<file path="src/rtl/local_eject_sink.sv">
// Ejection-side sink for a router LOCAL port: on/off-flow-controlled FIFO,
// packet reassembly with order/address/length checking, and saturating statistics.
module local_eject_sink #(
    parameter int FLIT_W     = 34,
    parameter int FIFO_DEPTH = 8,
    parameter int OFF_MARGIN = 2,
    parameter int MY_X       = 0,
    parameter int MY_Y       = 0,
    parameter int CNT_W      = 16
) (
    input  logic              clk,
    input  logic              reset_n,
    input  logic [FLIT_W-1:0] i_flit,
    input  logic              i_upstream_req,
    output logic              o_on_off,
    input  logic              i_drain_en,
    output logic [CNT_W-1:0]  o_pkt_cnt,
    output logic [CNT_W-1:0]  o_flit_cnt,
    output logic [CNT_W-1:0]  o_err_cnt,
    output logic              o_overflow,
    output logic              o_busy
);
    localparam int AW = $clog2(FIFO_DEPTH);
    localparam logic [AW:0] DEPTH_C = (AW+1)'(FIFO_DEPTH);
    localparam logic [AW:0] OFF_TH  = (AW+1)'(FIFO_DEPTH - 1 - OFF_MARGIN);
    localparam logic [3:0]  MX = 4'(MY_X);
    localparam logic [3:0]  MY = 4'(MY_Y);
    localparam logic [1:0]  T_HEAD = 2'b00, T_BODY = 2'b01, T_TAIL = 2'b10, T_HT = 2'b11;

    typedef enum logic {IDLE, BODY} state_t;

    function automatic logic [CNT_W-1:0] sat_add(input logic [CNT_W-1:0] a, input logic [1:0] b);
        logic [CNT_W:0] s;
        s = {1'b0, a} + (CNT_W+1)'(b);
        return s[CNT_W] ? '1 : s[CNT_W-1:0];
    endfunction

    logic [FLIT_W-1:0] mem [FIFO_DEPTH];
    logic [AW-1:0]     wr_ptr, rd_ptr;
    logic [AW:0]       count, count_n;
    logic              empty, full, push, pop;

    assign empty   = (count == '0);
    assign full    = (count == DEPTH_C);
    assign pop     = i_drain_en && !empty;
    // A pop frees the slot first, so a push into a full FIFO still lands.
    assign push    = i_upstream_req && (!full || pop);
    assign count_n = count + {{AW{1'b0}}, push} - {{AW{1'b0}}, pop};

    always_ff @(posedge clk) begin
        if (push) mem[wr_ptr] <= i_flit;
    end

    always_ff @(posedge clk or negedge reset_n) begin
        if (!reset_n) begin
            wr_ptr     <= '0;
            rd_ptr     <= '0;
            count      <= '0;
            o_on_off   <= 1'b1;
            o_overflow <= 1'b0;
        end else begin
            if (push) wr_ptr <= wr_ptr + 1'b1;
            if (pop)  rd_ptr <= rd_ptr + 1'b1;
            count    <= count_n;
            o_on_off <= !(count_n > OFF_TH);
            if (i_upstream_req && !push) o_overflow <= 1'b1;
        end
    end

    // Reassembly on the flit leaving the FIFO head.
    logic [FLIT_W-1:0] hflit;
    logic [1:0]        ftype;
    logic [7:0]        hd_len;
    logic              hd_addr_ok;

    assign hflit      = mem[rd_ptr];
    assign ftype      = hflit[FLIT_W-1 -: 2];
    assign hd_len     = hflit[23:16];
    assign hd_addr_ok = (hflit[31:28] == MX) && (hflit[27:24] == MY);

    state_t     state, state_n;
    logic [7:0] len_q, len_n, flit_seen, seen_n, seen_inc;
    logic       addr_ok_q, addr_ok_n, start_new, pkt_add;
    logic [1:0] err_add;

    assign seen_inc = (flit_seen == 8'hFF) ? flit_seen : flit_seen + 8'd1;

    always_comb begin
        state_n   = state;
        len_n     = len_q;
        addr_ok_n = addr_ok_q;
        seen_n    = flit_seen;
        start_new = 1'b0;
        pkt_add   = 1'b0;
        err_add   = 2'd0;
        if (pop) begin
            case (state)
                IDLE: begin
                    if (ftype == T_HEAD || ftype == T_HT) start_new = 1'b1;
                    else                                  err_add   = 2'd1;
                end
                BODY: begin
                    case (ftype)
                        T_BODY: seen_n = seen_inc;
                        T_TAIL: begin
                            seen_n  = seen_inc;
                            state_n = IDLE;
                            // Short length fields fail here too: seen >= 2 at any tail.
                            if (addr_ok_q && seen_inc == len_q) pkt_add = 1'b1;
                            else                                err_add = 2'd1;
                        end
                        default: begin
                            err_add   = 2'd1;
                            start_new = 1'b1;
                        end
                    endcase
                end
                default: state_n = IDLE;
            endcase
            if (start_new) begin
                if (ftype == T_HT) begin
                    state_n = IDLE;
                    if (hd_addr_ok && hd_len == 8'd1) pkt_add = 1'b1;
                    else                              err_add = err_add + 2'd1;
                end else begin
                    state_n   = BODY;
                    len_n     = hd_len;
                    addr_ok_n = hd_addr_ok;
                    seen_n    = 8'd1;
                end
            end
        end
    end

    always_ff @(posedge clk or negedge reset_n) begin
        if (!reset_n) begin
            state      <= IDLE;
            len_q      <= '0;
            addr_ok_q  <= 1'b0;
            flit_seen  <= '0;
            o_pkt_cnt  <= '0;
            o_flit_cnt <= '0;
            o_err_cnt  <= '0;
        end else begin
            state      <= state_n;
            len_q      <= len_n;
            addr_ok_q  <= addr_ok_n;
            flit_seen  <= seen_n;
            o_pkt_cnt  <= sat_add(o_pkt_cnt, {1'b0, pkt_add});
            o_flit_cnt <= sat_add(o_flit_cnt, {1'b0, pop});
            o_err_cnt  <= sat_add(o_err_cnt, err_add);
        end
    end

    assign o_busy = (state == BODY) || !empty;

endmodule

</file>
<file path="config.mk">
export PLATFORM = sky130hd
export DESIGN_NAME = local_eject_sink
export DESIGN_NICKNAME = d
export VERILOG_FILES = /design/src/rtl/local_eject_sink.sv
export SDC_FILE = /design/constraint.sdc
export NUM_CORES = 1
export LEC_CHECK = 0
export ABC_CLOCK_PERIOD_IN_PS = 6450
export BUFFER_PORTS_ARGS = -buffer_cell sky130_fd_sc_hd__buf_2
export CAP_MARGIN = 20
export CORE_MARGIN = 2
export CORE_UTILIZATION = 30
export DETAILED_ROUTE_END_ITERATION = 8
export GPL_ROUTABILITY_DRIVEN = 0
export SETUP_SLACK_MARGIN = 0.02
export SYNTH_ARGS = -nofsm -noshare
export SYNTH_HDL_FRONTEND = slang
export SYNTH_SLANG_ARGS = --single-unit
</file>
<file path="constraint.sdc">
create_clock -name clk -period 6.45 [get_ports clk]
set_clock_uncertainty 0.1 [all_clocks]
set_input_delay 1.29 -clock clk [delete_from_list [all_inputs] [get_ports clk]]
set_output_delay 1.29 -clock clk [all_outputs]
set_load 0.02 [all_outputs]
</file>
Word level (Yosys, flattened, before mapping)
Memories as Yosys holds them, arrays and structs flattened.
Index checks and enable logic that the tools add are counted.
{"block": "totals", "memories": 1, "ram_bits": 272, "inputBits": 38, "out_inout_bits": 51, "ff_bits": 78, "wordCells": 85}
{"memory": "mem", "depth": 8, "word_bits": 34, "rd": 1, "rd_clocked_by_memory_dff": 0, "write_ports": 1, "line": "38", "source": "logic [FLIT_W-1:0] mem [FIFO_DEPTH];"}
{"block": "op_classes", "n_addsub": 9, "n_lt_le_gt_ge": 1, "n_eq_ne": 7, "muxes": 34, "bitwise_logic": 2, "n_reduce_logical": 19}
{"op": "two-way mux 16 bit", "count": 3}
{"op": "two-way mux 8 bit", "count": 5}
{"op": "adder 16 x 1 -> 17 bit", "count": 2}
{"op": "two-way mux 1 bit", "count": 18}
{"op": "adder 16 x 2 -> 17 bit", "count": 1}
{"op": "zero test 4 bit", "count": 3}
{"op": "two-way mux 2 bit", "count": 5}
{"op": "adder 8 x 1 -> 8 bit (second input constant)", "count": 1}
{"op": "equality test 8 x 1 -> 1 bit (second input constant)", "count": 1}
{"op": "equality test 8 bit", "count": 1}
{"op": "equality test 8 bit (second input constant)", "count": 1}
{"op": "adder 3 x 1 -> 3 bit (second input constant)", "count": 2}
{"op": "logical AND 1 bit", "count": 6}
{"op": "adder 4 x 1 -> 4 bit", "count": 1}
{"op": "equality test 2 bit (second input constant)", "count": 2}
{"op": "equality test 4 bit (second input constant)", "count": 1}
{"op": "> comparator 4 x 3 -> 1 bit (second input constant)", "count": 1}
{"op": "zero test 1 bit", "count": 4}
{"op": "one-hot mux 1 bit (2 select lines)", "count": 2}
{"op": "one-hot mux 2 bit (2 select lines)", "count": 1}
{"op": "subtractor 4 x 1 -> 4 bit", "count": 1}
{"op": "logical OR 1 bit", "count": 3}
{"op": "AND reduction 3 bit", "count": 1}
{"op": "adder 2 x 1 -> 2 bit (second input constant)", "count": 1}
{"op": "4 further kinds", "count": 5}

Depth between registers and ports, before layout
Gate-level depths: netlist of the first run.
{"block": "logic_depth", "ltp_word": 15, "ltp_mapped": 23, "mapped_depth_nobuf": 20}

Least setup slack after synthesis of the first run
No wires, ideal clock.
{"block": "synth_timing", "kind": "register -> register", "startpoint": "register rd_ptr[0]", "endpoint": "register o_err_cnt[10]", "period_less_slack_ns": 4.858, "t_required_ns": 6.282, "t_arrival_ns": 4.691, "slack_ns": 1.592, "setup_time_ns": 0.068, "stages_incl_launch_ff": 23, "n_path_buf": 3, "path_cell_list": "dfrtp_1 buf_6 buf_2 mux4_2 mux2i_1 ha_1 o2111ai_1 nand3b_1 nor4_1 nand4b_1 and3_1 ha_1 nand3_1 o22ai_1 ha_1 inv_1 fa_1 nor2_1 nand2_1 nor2_1 nand4_1 clkbuf_1 nand2_1"}
{"block": "synth_between", "elab_chain_len": 13, "elab_cells_between_ends": 27, "classes_between": "add/sub (2); eq/ne (4); mux (13); reduce/logical (7); memory (1)"}
{"element": "start, declared", "line": "39", "source": "logic [AW-1:0] wr_ptr, rd_ptr;"}
{"element": "start signal, assigned", "line": "63", "source": "if (pop) rd_ptr <= rd_ptr + 1'b1;"}
{"element": "memory (8 x 34 bit) (*)"}
{"element": "equality test 2 bit / zero test 2 bit (equally long branches)", "line": "99, 121"}
{"element": "logical OR 1 bit", "line": "99", "source": "if (ftype == T_HEAD || ftype == T_HT) start_new = 1'b1;"}
{"element": "two-way mux 1 bit", "line": "99"}
{"element": "one-hot mux 2 bit (2 select lines)", "line": "97", "source": "case (state)"}
{"element": "two-way mux 2 bit", "line": "96", "source": "if (pop) begin"}
{"element": "adder 2 x 1 -> 2 bit", "line": "124", "source": "else err_add = err_add + 2'd1;"}
{"element": "two-way mux 2 bit", "line": "123", "source": "if (hd_addr_ok && hd_len == 8'd1) pkt_add = 1'b1;"}
{"element": "two-way mux 2 bit", "line": "121", "source": "if (ftype == T_HT) begin"}
{"element": "two-way mux 2 bit (*)", "line": "120", "source": "if (start_new) begin"}
{"element": "two-way mux 2 bit (*)", "line": "96"}
{"element": "adder 16 x 2 -> 17 bit (*)", "line": "34", "source": "s = {1'b0, a} + (CNT_W+1)'(b);"}
{"element": "two-way mux 16 bit (*)", "line": "35", "source": "return s[CNT_W] ? '1 : s[CNT_W-1:0];"}
{"element": "end signal, assigned", "line": "151", "source": "o_err_cnt <= sat_add(o_err_cnt, err_add);"}
{"element": "end, declared", "line": "19", "source": "output logic [CNT_W-1:0] o_err_cnt,"}
Every way passes the cells marked *; elsewhere a longest branch is shown, timed or not. The select of a mux whose other input is x is not followed.
A chain may end at the register's enable or synchronous reset.

Worst setup path after layout of the first run
{"block": "layout_timing", "startpoint": "register rd_ptr[0]", "endpoint": "register o_err_cnt[11]"}
Same word-level chain as after synthesis.

==> results of run 1 <==
-- worst max-delay path: cells and delay by family, from the launching register on --
family	cells	cell delay, ps
flip-flops	1	450
AO/OA/AOI/OAI	3	550
buffers and inverters	1	60
adder cells (fa/ha/maj)	4	1120
multiplexers	2	750
AND/OR/NAND/NOR	9	2130
-- metal layers --
metal / part of all wire (%) / up-vias
li1: - / 2733
met1: 46 / 2809
met2: 48 / 99
met3: 4.4 / 38
met4: 2.0 / 6
met5: 0.14 / -
-- final cells by class --
cell class / count / area, µm²
clock inverter: 16 / 178.9
sequential: 222 / 6279
inverter: 12 / 45.04
multi-input combinational: 427 / 3027
tap: 396 / 495.5
antenna: 1 / 2.502
clock buffer: 28 / 645.6
timing repair buffer: 83 / 445.4
fill: 2908 / 19710
-- power by group through the flow --
stage / Combinational, µW / Clock (µW) / Sequential [µW]
2_1_floorplan: 877 / 0 / 1990
3_3_place_gp: 1210 / 0 / 1990
3_5_place_dp: 1220 / 0 / 2000
4_1_cts: 1230 / 1430 / 1970
5_1_grt: 1360 / 1490 / 2000
6_report: 1210 / 1400 / 1970
-- state kept, by name, indices dropped and copies added (netlist names) --
name,cells
wr_ptr,3
o_flit_cnt,16
count,4
o_pkt_cnt,16
len_q,8
state,1
o_overflow,1
rd_ptr,3
mem,144
flit_seen,8
o_on_off,1
addr_ok_q,1
o_err_cnt,16
-- metrics by stage --
step	hold slack, ps	util [%]	worst slack (ps)	cells
6_report	372.0	36.06	1172	1185
3_3_place_gp	357.5	33.38	1046	1140
2_1_floorplan	346.9	-	1592	684
5_1_grt	391.4	36.06	719.1	1184
4_1_cts	377.7	36.06	1075	1184
3_5_place_dp	358.0	33.38	1105	1140
-- path summary, 6_finish.rpt --
kind | to | slack, ps | cells after the start
setup reg to reg | o_err_cnt[11] | 1170 | 19
max in group asynchronous | rd_ptr[0] | 4610 | 2
hold reg to reg | o_overflow | 370 | 1
hold / removal | o_overflow | 370 | 1
setup / recovery | o_err_cnt[11] | 1170 | 19
min in group asynchronous | len_q[7] | 530 | 1
-- cells by family after synthesis --
logic type	after synthesis	synth area share, %
multiplexers	41	6.290
XOR/XNOR	37	3.509
flip-flops	222	66.43
AND/OR/NAND/NOR	267	14.78
adder cells (fa/ha/maj)	20	2.807
AO/OA/AOI/OAI	62	4.542
buffers and inverters	35	1.642
-- cell usage in the layout, fill, tap and decap left out, drive strengths merged, types with 20 or more instances in the layout --
| cell type | Yosys | routed |
|---|---|---|
| mux2i | 23 | 23 |
| nand2b | 20 | 20 |
| edfxtp | 144 | 144 |
| nand3 | 30 | 30 |
| nor2 | 28 | 28 |
| dfrtp | 77 | 77 |
| nor4 | 20 | 20 |
| xnor2 | 24 | 24 |
| nand2 | 94 | 94 |
| clkbuf | 11 | 28 |
| buf | 12 | 83 |
==> metrics.md, run 1 <==
| Metric | Value |
|---|---|
| Outcome | `finished clean` |
| Asr flop ratio synth | `35.14%` |
| Crit path largest cell delay | `550 ps` |
| Most used DFF post-synth | `edfxtp_1` |
| Post-synth EDFFs | `144` |
| Residual DRC | `0` |
| Vias/cell | `4.797` |
| CTS Buf Count | `24` |
| CP endpoint kind | `register` |
| DR vias | `5,685` |
| Final net count | `828` |
| CP Cell Sequence | `mux4_2 > mux2i_1 > ha_1 > o2111ai_1 > nand3b_1 > nor4_1 > nand4b_1 > and3_1 > ha_1 > nand3_1 > o22ai_1 > ha_1 > inv_1 > fa_1 > nor2_1 > nand2_1 > nor2_1 > nand4_1 > o21ai_0` |
| Iter 0 DRT Violations | `349` |
| Post-route ant nets | `0` |
| Relative slew slack | `36.16%` |
| Met1 GRT Util | `15.23%` |
| Finished Cell Area | `11,120 µm²` |
| Commonest cells in the netlist | `edfxtp_1, nand2_1, dfrtp_1` |
| Initial antenna violation count | `3` |
| Vias in the first global route | `5,622` |
| # rows | `64` |
| Hold wc startpoint | `o_overflow` |
| Clock power share | `30.6%` |
| Skew-Pair Late Insertion Delay | `520 ps` |
| Pwr dens | `411.4 nW/µm²` |
| Type of the worst setup path | `register to register` |
| Starting Density | `30.65%` |
| # setup viols final | `0` |
| Routed WL | `18,660 µm` |
| R2r startpoint | `rd_ptr[0]` |
| Final Critical Period | `5278 ps` |
| Core Area | `30,830 µm²` |
| Int Pwr | `3120 µW` |
| Power share of the combinational group | `26.4%` |
| Max-Cap Viols | `0` |
| Slew Viols, Final | `0` |
| Synthesized instance count | `684` |
| GRT Overall Usage | `11.42%` |
| Worst-case vdd ir drop | `0.0003006 V` |
| Type of the worst min-delay path | `register to register` |
| Clk sinks | `222` |
| Slew @ Worst Pin | `953.5 ps` |
| I/O Pins | `89` |
| CP most frequent cell | `ha_1` |
| Leakage | `0.004391 µW` |
| CTS tree | `yes` |
| Overflow after GRT | `0` |
| Setup Buffers After CTS | `0` |
| Unrepaired setup endpoints after global routing | `false` |
| Clk root buf | `clkbuf_16` |
| Final setup TNS | `0 ps` |
| Critical path data required time | `6770 ps` |
| Flip-flop and latch count after synthesis | `222` |
| Count of port buffers added during placement | `72` |
| GRT busiest layer | `met2` |
| Hold buffer count at CTS | `0` |
| Highest clock rate | `0.1895 GHz` |
| Total power | `4574 µW` |
| Post-cts sizing count | `0` |
| Met2 Resource Use GR | `19.23%` |
| Most frequent cell after synthesis | `edfxtp_1` |
| Fraction of layout cells with a size suffix above 1 | `20.18%` |
| CP startpoint | `rd_ptr[0]` |
| Htree depth | `1` |
| Largest net degree at the start of global routing | `65` |
| Crit start category | `register` |
| CP max-delay cell | `nand4_1` |
| Met3 Use GR | `2.226%` |
| Full die area | `32,930 µm²` |
| Global-route wire length before repair | `30,350 µm` |
| Synthesized net count | `742` |
| Clock Path Buffers | `3` |
| Synth Warn # | `0` |
| Placed inst area | `10,290 µm²` |
| Switch share | `31.79%` |
| Leading area contributor after synthesis | `edfxtp_1` |
| Hpwl dp | `11,920 µm` |
| Worst-path clk slew | `60 ps` |
| Synth area leaders | `edfxtp_1, dfrtp_1, nand2_1` |
| Max FO, Critical Path | `13` |
| Tcrit/Tclk final | `81.83%` |
| Reg power frac | `43.0%` |
| Die Wd | `181.5 µm` |
| TritonRoute pass-1 iters | `4` |
| Final hold violation count | `0` |
| Yosys top cell area share | `45.76%` |
| Avg WL per Cell | `15.74 µm` |
| Die Ht | `181.5 µm` |
| Sw Pwr | `1454 µW` |
| Syn Area/Cell | `13.81 µm²` |
| Area growth, synth to finish | `17.66%` |
| Unique cell type count in the Yosys netlist | `63` |
| Worst Path Arrival | `5590 ps` |
| Post-Syn Area | `9449 µm²` |
| Seq/Total Area, Yosys | `66.43%` |
(Power assumes the default switching activity.)
==> inputs of run 2 (changes only) <==
- ABC_AREA: not set -> 1
- ABC_CLOCK_PERIOD_IN_PS: 6450 -> 5300
- clock period: 6.45 -> 5.3 ns (I/O delays scaled with it)
==> run 2 against run 1 <==
Compared with the run above:
- non-clock buffer count is 5 higher
- critical endpoint is now o_err_cnt[5]
- final area is 1.5% higher
- first-iteration DRC count is 18% higher
- area after synthesis is 1.3% higher
- hold slack worse by 4.9 ps
- utilization is 0.21 points lower
- routed wire length is 5.3% higher
- synthesized cell count is 30% higher
- largest cell class unchanged
- register-to-register slack worse by 450 ps
- sequential cell count stayed put
==> metrics.md, run 2 <==
| Metric | Value |
|---|---|
| Outcome | `finished clean` |
| TritonRoute pass-1 iters | `6 (+2)` |
| Residual DRC | `0 (unchanged)` |
| Post-Syn Area | `9568 µm² (+1.3%)` |
| Initial antenna violation count | `3 (unchanged)` |
| Post-cts sizing count | `0 (unchanged)` |
| Leading area contributor after synthesis | `edfxtp_1` |
| CP endpoint | `o_err_cnt[5]` |
| Pre-CTS WS | `707.2 ps (-397.7 ps)` |
| Synthesized net count | `946 (+27%)` |
| Avg WL per Cell | `14.02 µm (-11%)` |
| Overflow after GRT | `0 (unchanged)` |
| Max-Cap Viols | `0 (unchanged)` |
| Leakage | `0.004840 µW (+10%)` |
| Switch share | `34.84% (+3.0 points)` |
| Iter 0 DRT Violations | `413 (+18%)` |
| Seq/Total Area, Yosys | `65.61% (-0.83 points)` |
| Hpwl dp | `12,790 µm (+7.3%)` |
| Sw Pwr | `1988 µW (+37%)` |
| # rows | `65 (+1.6%)` |
| Non-Filler Instances | `1,402 (+18%)` |
| Most flops, register | `mem` |
| I/O Pins | `89 (unchanged)` |
| Post-route ant nets | `0 (unchanged)` |
| Max FO, Critical Path | `14 (+1)` |
| CP max-delay cell | `dfrtp_1` |
| Most frequent cell after synthesis | `nand2_1` |
| Hold buffer count at CTS | `0 (unchanged)` |
| Fraction of layout cells with a size suffix above 1 | `15.53% (-4.6 points)` |
| Commonest non-fill, non-tap cell in the layout | `nand2_1` |
| Crit start category | `register` |
| Tcrit/Tclk final | `86.42% (+4.6 points)` |
| Reg power frac | `40.9% (-2.1 points)` |
| Slew Viols, Final | `0 (unchanged)` |
| DR vias | `6,395 (+12%)` |
| Routed WL | `19,650 µm (+5.3%)` |
| Yosys top cell area share | `45.19% (-0.57 points)` |
| Critical path data required time | `5640 ps (-1130 ps)` |
| Type of the worst setup path | `register to register` |
| Cells on worst reg2reg path | `27 (+8)` |
| Synthesized instance count | `888 (+30%)` |
| Core Area | `31,470 µm² (+2.1%)` |
| Worst-path clk slew | `60 ps (about the same)` |
| Relative slew slack | `30.52% (-5.6 points)` |
| Setup Buffers After CTS | `0 (unchanged)` |
| Largest register FFs | `144 (unchanged)` |
| Final hold violation count | `0 (unchanged)` |
| Int Pwr | `3719 µW (+19%)` |
| Pwr dens | `505.8 nW/µm² (+23%)` |
| CTS tree | `yes` |
| Slew @ Worst Pin | `1041 ps (+87.57 ps)` |
| Clk sinks | `222 (unchanged)` |
| Count of port buffers added during placement | `72 (unchanged)` |
| Highest clock rate | `0.2183 GHz (+15%)` |
| Starting Density | `30.40% (-0.25 points)` |
| Vias in the first global route | `6,262 (+11%)` |
| Crit path largest cell delay | `430 ps (-120 ps)` |
| Final Critical Period | `4580 ps (-697.6 ps)` |
| Full die area | `33,340 µm² (+1.2%)` |
| Global-route wire length before repair | `31,640 µm (+4.2%)` |
| Post-synth EDFFs | `144 (unchanged)` |
| R2r startpoint | `rd_ptr[0]` |
| Final setup TNS | `0 ps (unchanged)` |
| Final Core Density | `35.85% (-0.21 points)` |
| Clock power share | `29.3% (-1.3 points)` |
| Most used DFF post-synth | `edfxtp_1` |
| WHS | `367.1 ps (-4.858 ps)` |
| FF-to-FF End | `o_err_cnt[5]` |
| Cells after DPL | `1,354 (+19%)` |
| Unique cell type count in the Yosys netlist | `39 (-38%)` |
| Most frequent cells in the layout | `nand2_1, edfxtp_1, nor2_1` |
| # setup viols final | `0 (unchanged)` |
| Syn Area/Cell | `10.77 µm² (-22%)` |
| Final net count | `1,039 (+25%)` |
| Vias/cell | `4.561 (-4.9%)` |
| CP endpoint kind | `register` |
| Htree depth | `1 (unchanged)` |
| Flip-flop and latch count after synthesis | `222 (unchanged)` |
| Worst-case vdd ir drop | `0.0003393 V (+13%)` |
| Setup WS post-layout | `719.5 ps (-452.4 ps)` |
| Synth area leaders | `edfxtp_1, dfrtp_1, nand2_1` |
| Unrepaired setup endpoints after global routing | `false` |
| GRT Overall Usage | `11.78% (+0.36 points)` |
| Die Wd | `182.6 µm (+0.61%)` |
| Skew-Pair Late Insertion Delay | `530 ps (about the same)` |
| CTS Buf Count | `24 (unchanged)` |
| Power share of the combinational group | `29.8% (+3.4 points)` |
| Asr flop ratio synth | `35.14% (unchanged)` |
| # fillers | `3,064 (+5.4%)` |
| Synth Warn # | `0 (unchanged)` |
| Worst Path Arrival | `4920 ps (-670 ps)` |
| Largest net degree at the start of global routing | `45 (-31%)` |
| Die Ht | `182.6 µm (+0.61%)` |
| Register-to-register setup slack | `720 ps (-450 ps)` |
| Clock Path Buffers | `3 (unchanged)` |
| Type of the worst min-delay path | `register to register` |
| Hold wc startpoint | `o_overflow` |
| CP startpoint | `rd_ptr[0]` |
| Area growth, synth to finish | `17.94%` |
| Commonest cells in the netlist | `nand2_1, edfxtp_1, nor2_1` |
| Clk root buf | `clkbuf_16` |
[run 2: cells by family (layout without fill, tap and decap cells)]
logic type / count (synthesis) / after routing / synth area share, %
AO/OA/AOI/OAI: 105 / 105 / 5.963
buffers and inverters: 105 / 215 / 4.394
flip-flops: 222 / 222 / 65.61
AND/OR/NAND/NOR: 413 / 413 / 19.16
adder cells (fa/ha/maj): 20 / 20 / 2.772
XOR/XNOR: 23 / 23 / 2.105
other: 0 / 2 / 0
[run 2: worst max-delay path, delay by kind of cell (launching register included)]
kind / cells / cell delay [ps]
DFF: 1 / 430
adders and majority gates: 4 / 1040
and+or+nand+nor: 9 / 1210
AOI/OAI and AO/OA: 6 / 860
buffers and inverters: 8 / 850
[run 2: worst min path at each step]
| stage | cells past startpoint | endpoint | slack (ps) |
|---|---|---|---|
| floorplan | 2 | addr_ok_q | 350 |
| global placement | 1 | o_overflow | 350 |
| detailed placement | 1 | o_overflow | 360 |
| CTS | 1 | o_overflow | 370 |
| global route | 1 | o_overflow | 390 |
| finish | 1 | o_overflow | 370 |
[run 2: area by class of cell]
type	count	area, µm²	area share, %
Tap cell	402	503.0	4.457
Inverter	84	315.3	2.794
Clock inverter	16	185.2	1.641
Sequential cell	222	6277	55.63
Clock buffer	27	611.8	5.422
Antenna cell	2	5.005	0.04435
Timing Repair Buffer	88	501.7	4.446
Multi-Input combinational cell	561	2885	25.57
[run 2: stage by stage]
step                      total power (µW)  area (µm²)
after global routing                  6105       11280
after floorplan                       3574        9568
after detailed placement              4070       10440
after global placement                4035       10440
final                                 5707       11280
after CTS                             5768       11240
[run 2: power groups by stage]
stage                     sequential (µW)  clock (µW)  combinational [µW]
after floorplan                      2410           0                1170
after global placement               2360           0                1670
after detailed placement             2370           0                1700
after CTS                            2340        1720                1710
after global routing                 2370        1790                1940
final                                2340        1670                1700
[run 2: routing by layer]
layer / global-route usage, % / vias to the layer above / routed length [µm]
met5: 0 / - / 11
met4: 2.903 / 2 / 417
met3: 2.714 / 31 / 1099
met2: 19.67 / 129 / 9073
met1: 15.51 / 3028 / 9049
li1: - / 3205 / -
